File: config.mk
export PLATFORM = sky130hd
export DESIGN_NAME = regfile_writeback
export DESIGN_NICKNAME = d
export VERILOG_FILES = /design/src/rtl/regfile_writeback.sv
export SDC_FILE = /design/constraint.sdc
export NUM_CORES = 1
export LEC_CHECK = 0
export CORE_MARGIN = 3
export CORE_UTILIZATION = 55
export CTS_CLUSTER_DIAMETER = 150
export DETAILED_ROUTE_END_ITERATION = 8
export PLACE_DENSITY = 0.8
export SETUP_SLACK_MARGIN = 0.1
export SYNTH_ARGS = -nofsm -noshare
export SYNTH_HDL_FRONTEND = slang
export SYNTH_SLANG_ARGS = --single-unit
File: constraint.sdc
create_clock -name i_clk -period 3.2 [get_ports i_clk]
set_input_delay 0.64 -clock i_clk [delete_from_list [all_inputs] [get_ports i_clk]]
set_output_delay 0.64 -clock i_clk [all_outputs]
set_load 0.05 [all_outputs]
File: src/rtl/regfile_writeback.sv
// Register-file writer: merges single-cycle ALU results with buffered load results
// into one registered write per cycle, and keeps a pending-write scoreboard for decode.
module regfile_writeback #(
    parameter int XLEN  = 32,
    parameter int DEPTH = 4
) (
    input  logic            i_clk,
    input  logic            i_rst_n,
    input  logic            i_issue_valid,
    input  logic [4:0]      i_issue_rd,
    output logic            o_issue_ready,
    input  logic [4:0]      i_rs1_address,
    input  logic [4:0]      i_rs2_address,
    output logic            o_rs1_busy,
    output logic            o_rs2_busy,
    input  logic            i_alu_valid,
    input  logic [4:0]      i_alu_rd,
    input  logic [XLEN-1:0] i_alu_value,
    input  logic            i_mem_valid,
    output logic            o_mem_ready,
    input  logic [4:0]      i_mem_rd,
    input  logic [XLEN-1:0] i_mem_value,
    output logic [4:0]      o_wb_rd_address,
    output logic [XLEN-1:0] o_wb_rd_value
);

    localparam int AW = $clog2(DEPTH);

    logic [AW:0]      r_wr_ptr;
    logic [AW:0]      r_rd_ptr;
    logic [4:0]       r_fifo_rd  [DEPTH];
    logic [XLEN-1:0]  r_fifo_val [DEPTH];
    logic [31:0]      r_pending;

    logic             w_empty;
    logic             w_full;
    logic             w_push;
    logic             w_pop;
    logic             w_alu_wr;
    logic             w_issue_fire;
    logic [31:0]      w_pending_nxt;
    logic [AW-1:0]    w_wr_idx;
    logic [AW-1:0]    w_rd_idx;

    assign w_wr_idx = r_wr_ptr[AW-1:0];
    assign w_rd_idx = r_rd_ptr[AW-1:0];

    // Extra pointer MSB distinguishes full from empty when the low bits match.
    assign w_empty = (r_wr_ptr == r_rd_ptr);
    assign w_full  = (r_wr_ptr[AW] != r_rd_ptr[AW]) && (w_wr_idx == w_rd_idx);

    assign o_mem_ready  = !w_full;
    assign w_push       = i_mem_valid && !w_full && (i_mem_rd != 5'd0);
    assign w_alu_wr     = i_alu_valid && (i_alu_rd != 5'd0);
    assign w_pop        = !w_alu_wr && !w_empty;

    assign o_issue_ready = !((i_issue_rd != 5'd0) && r_pending[i_issue_rd]);
    assign w_issue_fire  = i_issue_valid && o_issue_ready && (i_issue_rd != 5'd0);

    assign o_rs1_busy = (i_rs1_address != 5'd0) && r_pending[i_rs1_address];
    assign o_rs2_busy = (i_rs2_address != 5'd0) && r_pending[i_rs2_address];

    always_ff @(posedge i_clk) begin
        if (w_push) begin
            r_fifo_rd[w_wr_idx]  <= i_mem_rd;
            r_fifo_val[w_wr_idx] <= i_mem_value;
        end
    end

    always_ff @(posedge i_clk or negedge i_rst_n) begin
        if (!i_rst_n) begin
            r_wr_ptr <= '0;
            r_rd_ptr <= '0;
        end else begin
            if (w_push) begin
                r_wr_ptr <= r_wr_ptr + {{AW{1'b0}}, 1'b1};
            end
            if (w_pop) begin
                r_rd_ptr <= r_rd_ptr + {{AW{1'b0}}, 1'b1};
            end
        end
    end

    always_ff @(posedge i_clk or negedge i_rst_n) begin
        if (!i_rst_n) begin
            o_wb_rd_address <= 5'd0;
            o_wb_rd_value   <= '0;
        end else if (w_alu_wr) begin
            o_wb_rd_address <= i_alu_rd;
            o_wb_rd_value   <= i_alu_value;
        end else if (w_pop) begin
            o_wb_rd_address <= r_fifo_rd[w_rd_idx];
            o_wb_rd_value   <= r_fifo_val[w_rd_idx];
        end else begin
            o_wb_rd_address <= 5'd0;
        end
    end

    // Clear on commit first so a same-edge re-issue of that register stays pending.
    always_comb begin
        w_pending_nxt = r_pending;
        if (o_wb_rd_address != 5'd0) begin
            w_pending_nxt[o_wb_rd_address] = 1'b0;
        end
        if (w_issue_fire) begin
            w_pending_nxt[i_issue_rd] = 1'b1;
        end
        w_pending_nxt[0] = 1'b0;
    end

    always_ff @(posedge i_clk or negedge i_rst_n) begin
        if (!i_rst_n) begin
            r_pending <= '0;
        end else begin
            r_pending <= w_pending_nxt;
        end
    end

endmodule

# Word-level counts from Yosys, hierarchy flattened
# Memory sizes are Yosys's and may differ from the RTL's.
# Index checks and enable logic that the tools add are counted.
# op_classes
n_lt_le_gt_ge	6
eq_ne	3
add_sub_neg	2
reduce_logical	23
n_bitwise	3
n_mux	18
# ops
operator	n
$mux 32	4
$and 32x32->32	1
$not 32->32	1
$or 32x32->32	1
$reduce_bool 5->1	6
$lt 5x6->1 const B	4
$bmux 1 s5	3
$logic_and 1x1->1	12
$demux 1 s5	2
$ge 5x1->1 const B	2
$mux 5	2
$mux 1	7
$add 3x1->3 const B	2
$logic_not 1->1	4
$eq 3x3->1	1
$eq 2x2->1	1
$reduce_bool 2->1	1
$ne 1x1->1	1
# totals
in_bits	94
mem_bits_rw	148
memories	2
elab_cells	62
out_inout_bits	41
regBits	74
# mem_list
name	words	word_bits	rd	rd_ports_with_merged_regs	wr	line_no	source
r_fifo_val	4	32	1	0	1	32	logic [XLEN-1:0] r_fifo_val [DEPTH];
r_fifo_rd	4	5	1	0	1	31	logic [4:0] r_fifo_rd [DEPTH];

# Logic depth before layout (Yosys ltp)
# logic_depth
word_depth	9
depth_mapped	8
mapped_depth_nobuf	5

# Worst setup path after synthesis
# No wires, ideal clock.
# synth_timing
path_type	input -> output
from	input i_issue_rd[3]
to	output o_issue_ready
path_buffers	3
path_slack_ns	-0.098
stages	8
t_arrival_ns	2.658
path_cell_list	buf_2 -> or3b_1 -> buf_2 -> o22ai_1 -> a21oi_1 -> o211ai_2 -> buf_6 -> nor3_1
# synth_between
elab_chain_len	4
# synth_rtl
element	line_no	source
start: declaration	10	input logic [4:0] i_issue_rd,
$bmux 1 s5	57	assign o_issue_ready = !((i_issue_rd != 5'd0) && r_pending[i_issue_rd]);
$mux 1 (not written as such)	57	
$logic_and 1x1->1 (*)	57	
$logic_not 1->1 (*)	57	
end: declaration	11	output logic o_issue_ready,
# Every way passes the cells marked *; elsewhere a longest branch is shown, timed or not. The select of a mux whose other input is x is not followed.

# Worst setup path in the final report
# layout_timing
from	input i_rs1_address[3]
to	output o_rs1_busy
# layout_between
elab_chain_len	3
# layout_rtl
element	line_no	source
start: declaration	12	input logic [4:0] i_rs1_address,
$bmux 1 s5	60	assign o_rs1_busy = (i_rs1_address != 5'd0) && r_pending[i_rs1_address];
$mux 1 (not written as such)	60	
$logic_and 1x1->1 (*)	60	
end: declaration	14	output logic o_rs1_busy,
# Marked as above.

==> out/qor.csv <==
metric,value,unit
grt ovf,0,
clk_lat worst skew,520,ps
fmax,330,MHz
Worst IR Drop VDD,0.000706,V
R2R Setup Slk,1010,ps
port bufs,134,
H-tree depth,1,
Die X,138,um
RSZ-0062 raised after global routing,yes,
drt total wl,21300,um
number of synthesized flops with an enable pin,148,
Area contributors post-synth,"edfxtp_1 (47%), dfrtp_1 (19%), mux4_2 (13%), mux2i_1 (4.3%), o21ai_0 (2.2%)",
Pwr Density,975,nW/um2
initial core utilization,0.568,
grt met1 use,0.320,
DRT iter0 DRCs,316,
Total GRT Usage,0.228,
global route hottest layer,met2,
Avg WL per Cell,21.7,um
Setup Crit Path Kind,in -> out,
DR pass1 iterations,4,
r2r startpoint,r_wr_ptr[0],
layout cells sized above 1,0.205,
largest net degree at the start of global routing,75,
Critical Path RT,2560,ps
first-pass GRT wire length,32700,um
Ant. Diodes,0,
mapped cell area,9520,um2
CP cell instances,clkdlybuf4s50_1 -> mux4_2 -> mux2i_1 -> nor3b_1 -> a31oi_1 -> nand3_1 -> buf_4,
max incr delay on CP,680,ps
headroom to the max-slew limit,0.346,
Final Max Slew Viols,0,
max-cap check violation count,0,
top cell type's share of synthesized area,0.467,
post-route clock skew,7.70,ps
Worst R2R Path Depth,5,
nets,842,
post-layout util,0.724,
Synth Flop Type,edfxtp_1,
"Slowest-stage cell, CP",clkdlybuf4s50_1,
Layout area overhead,27.5,%
Crit Path Max Fanout,7,
fin crit share,0.948,
Avg Inst Size Synth,16.2,um2
async set-reset flop share out of synthesis,0.333,
Fin. Hold Viols,0,
setup total negative slack,0,ps
worst path arrival time,2390,ps
post-route ant nets,0,
CTS tree,yes,
routability cong.,0.904,
# IOs,135,
status,completed,
vias per cell,5.94,
via count of the routed design,5833,
worst setup path endpoint,o_rs1_busy,
Worst Tran Pin Value,981,ps
Yosys cell types,40,
"area leader, netlist",edfxtp_1,
Setup crit end kind,output port,
"FF+latch count, synth",222,
CTS Hold Bufs,0,
clock tree buffer depth,3,
Num CTS Buffers,25,
post-synth net total,687,
num rows,47,
die area,18900,um2
# DRC,0,
Core ar.,16800,um2
HPWL after detailed placement,14100,um
M3 GR Usage,0.0438,
clock root buffer,clkbuf_16,
Tightest Hold Check Type,in -> async,
Worst R2R End,r_fifo_val[3][3],
register area share after synthesis,0.661,
crit path launch,i_rs1_address[3],
Pwr Total,11.8,mW
P_leak,4.53,nW
Layout Cells excl Fill,982,
cell count after synthesis,588,
vias in the first global route,6112,
synth warn,0,
Cells after DPL,930,
Setup-failing EPs final,0,
fin crit period,3030,ps
Die Height,138,um
clock-pin slew on the worst setup and hold paths,60,ps
initial antenna violation count,0,
grt met2 use,0.373,
Num Clock Sinks,222,
crit path launch type,input port,
-- report_power, final --
part	switching, mW	total [mW]	internal [mW]
sequential	0.581	4.56	3.98
combinational	2.54	4.52	1.98
clock	1.10	2.76	1.66
total	4.22	11.8	7.61
-- stage by stage --
stage          hold slack [ps]  worst slack (ps)  cell area, um2
6_report                   269               166           12100
5_1_grt                    343              90.2           12100
4_1_cts                    309              98.4           12000
3_5_place_dp               489              47.3           11200
3_3_place_gp               475              86.4           11200
2_1_floorplan              344               268            9520
-- state kept, by name, indices dropped and copies added, names as in the netlist --
name and cells:
r_pending 31, r_rd_ptr 3, r_fifo_rd 20, o_wb_rd_value 32, r_fifo_val 128, r_wr_ptr 3
o_wb_rd_address 5
-- timing repair --
action / 4_1_cts / 5_1_grt
gates resized for setup: 5 / 14
buffers inserted: 1 / 5
pin swaps: 3 / 4
cloned: 0 / 0
setup endpoints to repair: 3 / 3
-- metal layers --
metal,vias up,part of all wire
li1,2621,-
met4,0,0.021
met2,195,0.49
met5,-,0
met1,2976,0.42
met3,41,0.070
-- cells in the final DEF, fill, tap and decap left out, types with 3 or more instances in the layout --
master | synthesis | routed
edfxtp_1 | 148 | 148
clkinv_1 | 0 | 3
buf_12 | 0 | 6
nand3_1 | 6 | 6
nand2b_1 | 5 | 5
a21oi_1 | 39 | 38
clkbuf_16 | 0 | 26
xor2_1 | 5 | 5
dlygate4sd2_1 | 0 | 4
buf_4 | 2 | 26
a31oi_1 | 3 | 3
a22o_1 | 5 | 5
o31ai_1 | 10 | 10
and2_2 | 0 | 4
ha_1 | 5 | 5
nor2_1 | 41 | 41
o21ai_2 | 3 | 3
o21ai_1 | 8 | 8
clkdlybuf4s50_1 | 0 | 120
or3_1 | 6 | 5
dlymetal6s2s_1 | 0 | 5
clkbuf_1 | 9 | 5
mux2i_1 | 41 | 39
nand2_1 | 14 | 14
o21ai_0 | 42 | 41
dfrtp_1 | 74 | 72
clkinv_2 | 0 | 5
mux2_2 | 5 | 5
nand3b_1 | 9 | 9
mux4_2 | 56 | 56
-- cell usage after synthesis, types with 6 or more instances --
cell and n:
nor2_1 41, o21ai_1 8, nand3b_1 9, mux4_2 56, buf_2 18, or3_1 6, nand3_1 6, nand2_1 14
a21oi_1 39, clkbuf_1 9, mux2i_1 41, o21ai_0 42, edfxtp_1 148, dfrtp_1 74, o31ai_1 10
-- cell type report --
class                           count  area (um2)
Sequential cell                   222        6300
Fill cell                        1042        4630
Multi-Input combinational cell    328        3080
Timing Repair Buffer              164        1660
Clock buffer                       32         672
Tap cell                          220         275
Clock inverter                     14         140
Inverter                            2        7.51
-- worst min-delay path by stage --
stage,from,end,slack [ps],depth (start not counted)
global placement,r_wr_ptr[2],r_wr_ptr[2],480,1
global route,i_rst_n,o_wb_rd_address[2],340,1
detailed placement,r_wr_ptr[2],r_wr_ptr[2],490,1
floorplan,i_rst_n,o_wb_rd_address[0],340,0
finish,i_rst_n,o_wb_rd_address[0],270,1
CTS,i_rst_n,o_wb_rd_value[1],310,1
-- kinds of logic after synthesis --
kind of cell | after synthesis | synth area share
AOI/OAI and AO/OA | 114 | 0.0676
xor gates and xnor gates | 7 | 0.00644
adders and majority gates | 5 | 0.00657
buffers and inverters | 38 | 0.0213
DFF | 222 | 0.661
muxes | 103 | 0.183
and+or+nand+nor | 99 | 0.0536
-- critical path: cells and delay by family --
family | cells | cell delay, ps
buf+inv | 2 | 880
mux | 2 | 550
simple gates | 2 | 170
compound gates | 1 | 150
No activity file was read; power rests on OpenSTA's default activity.
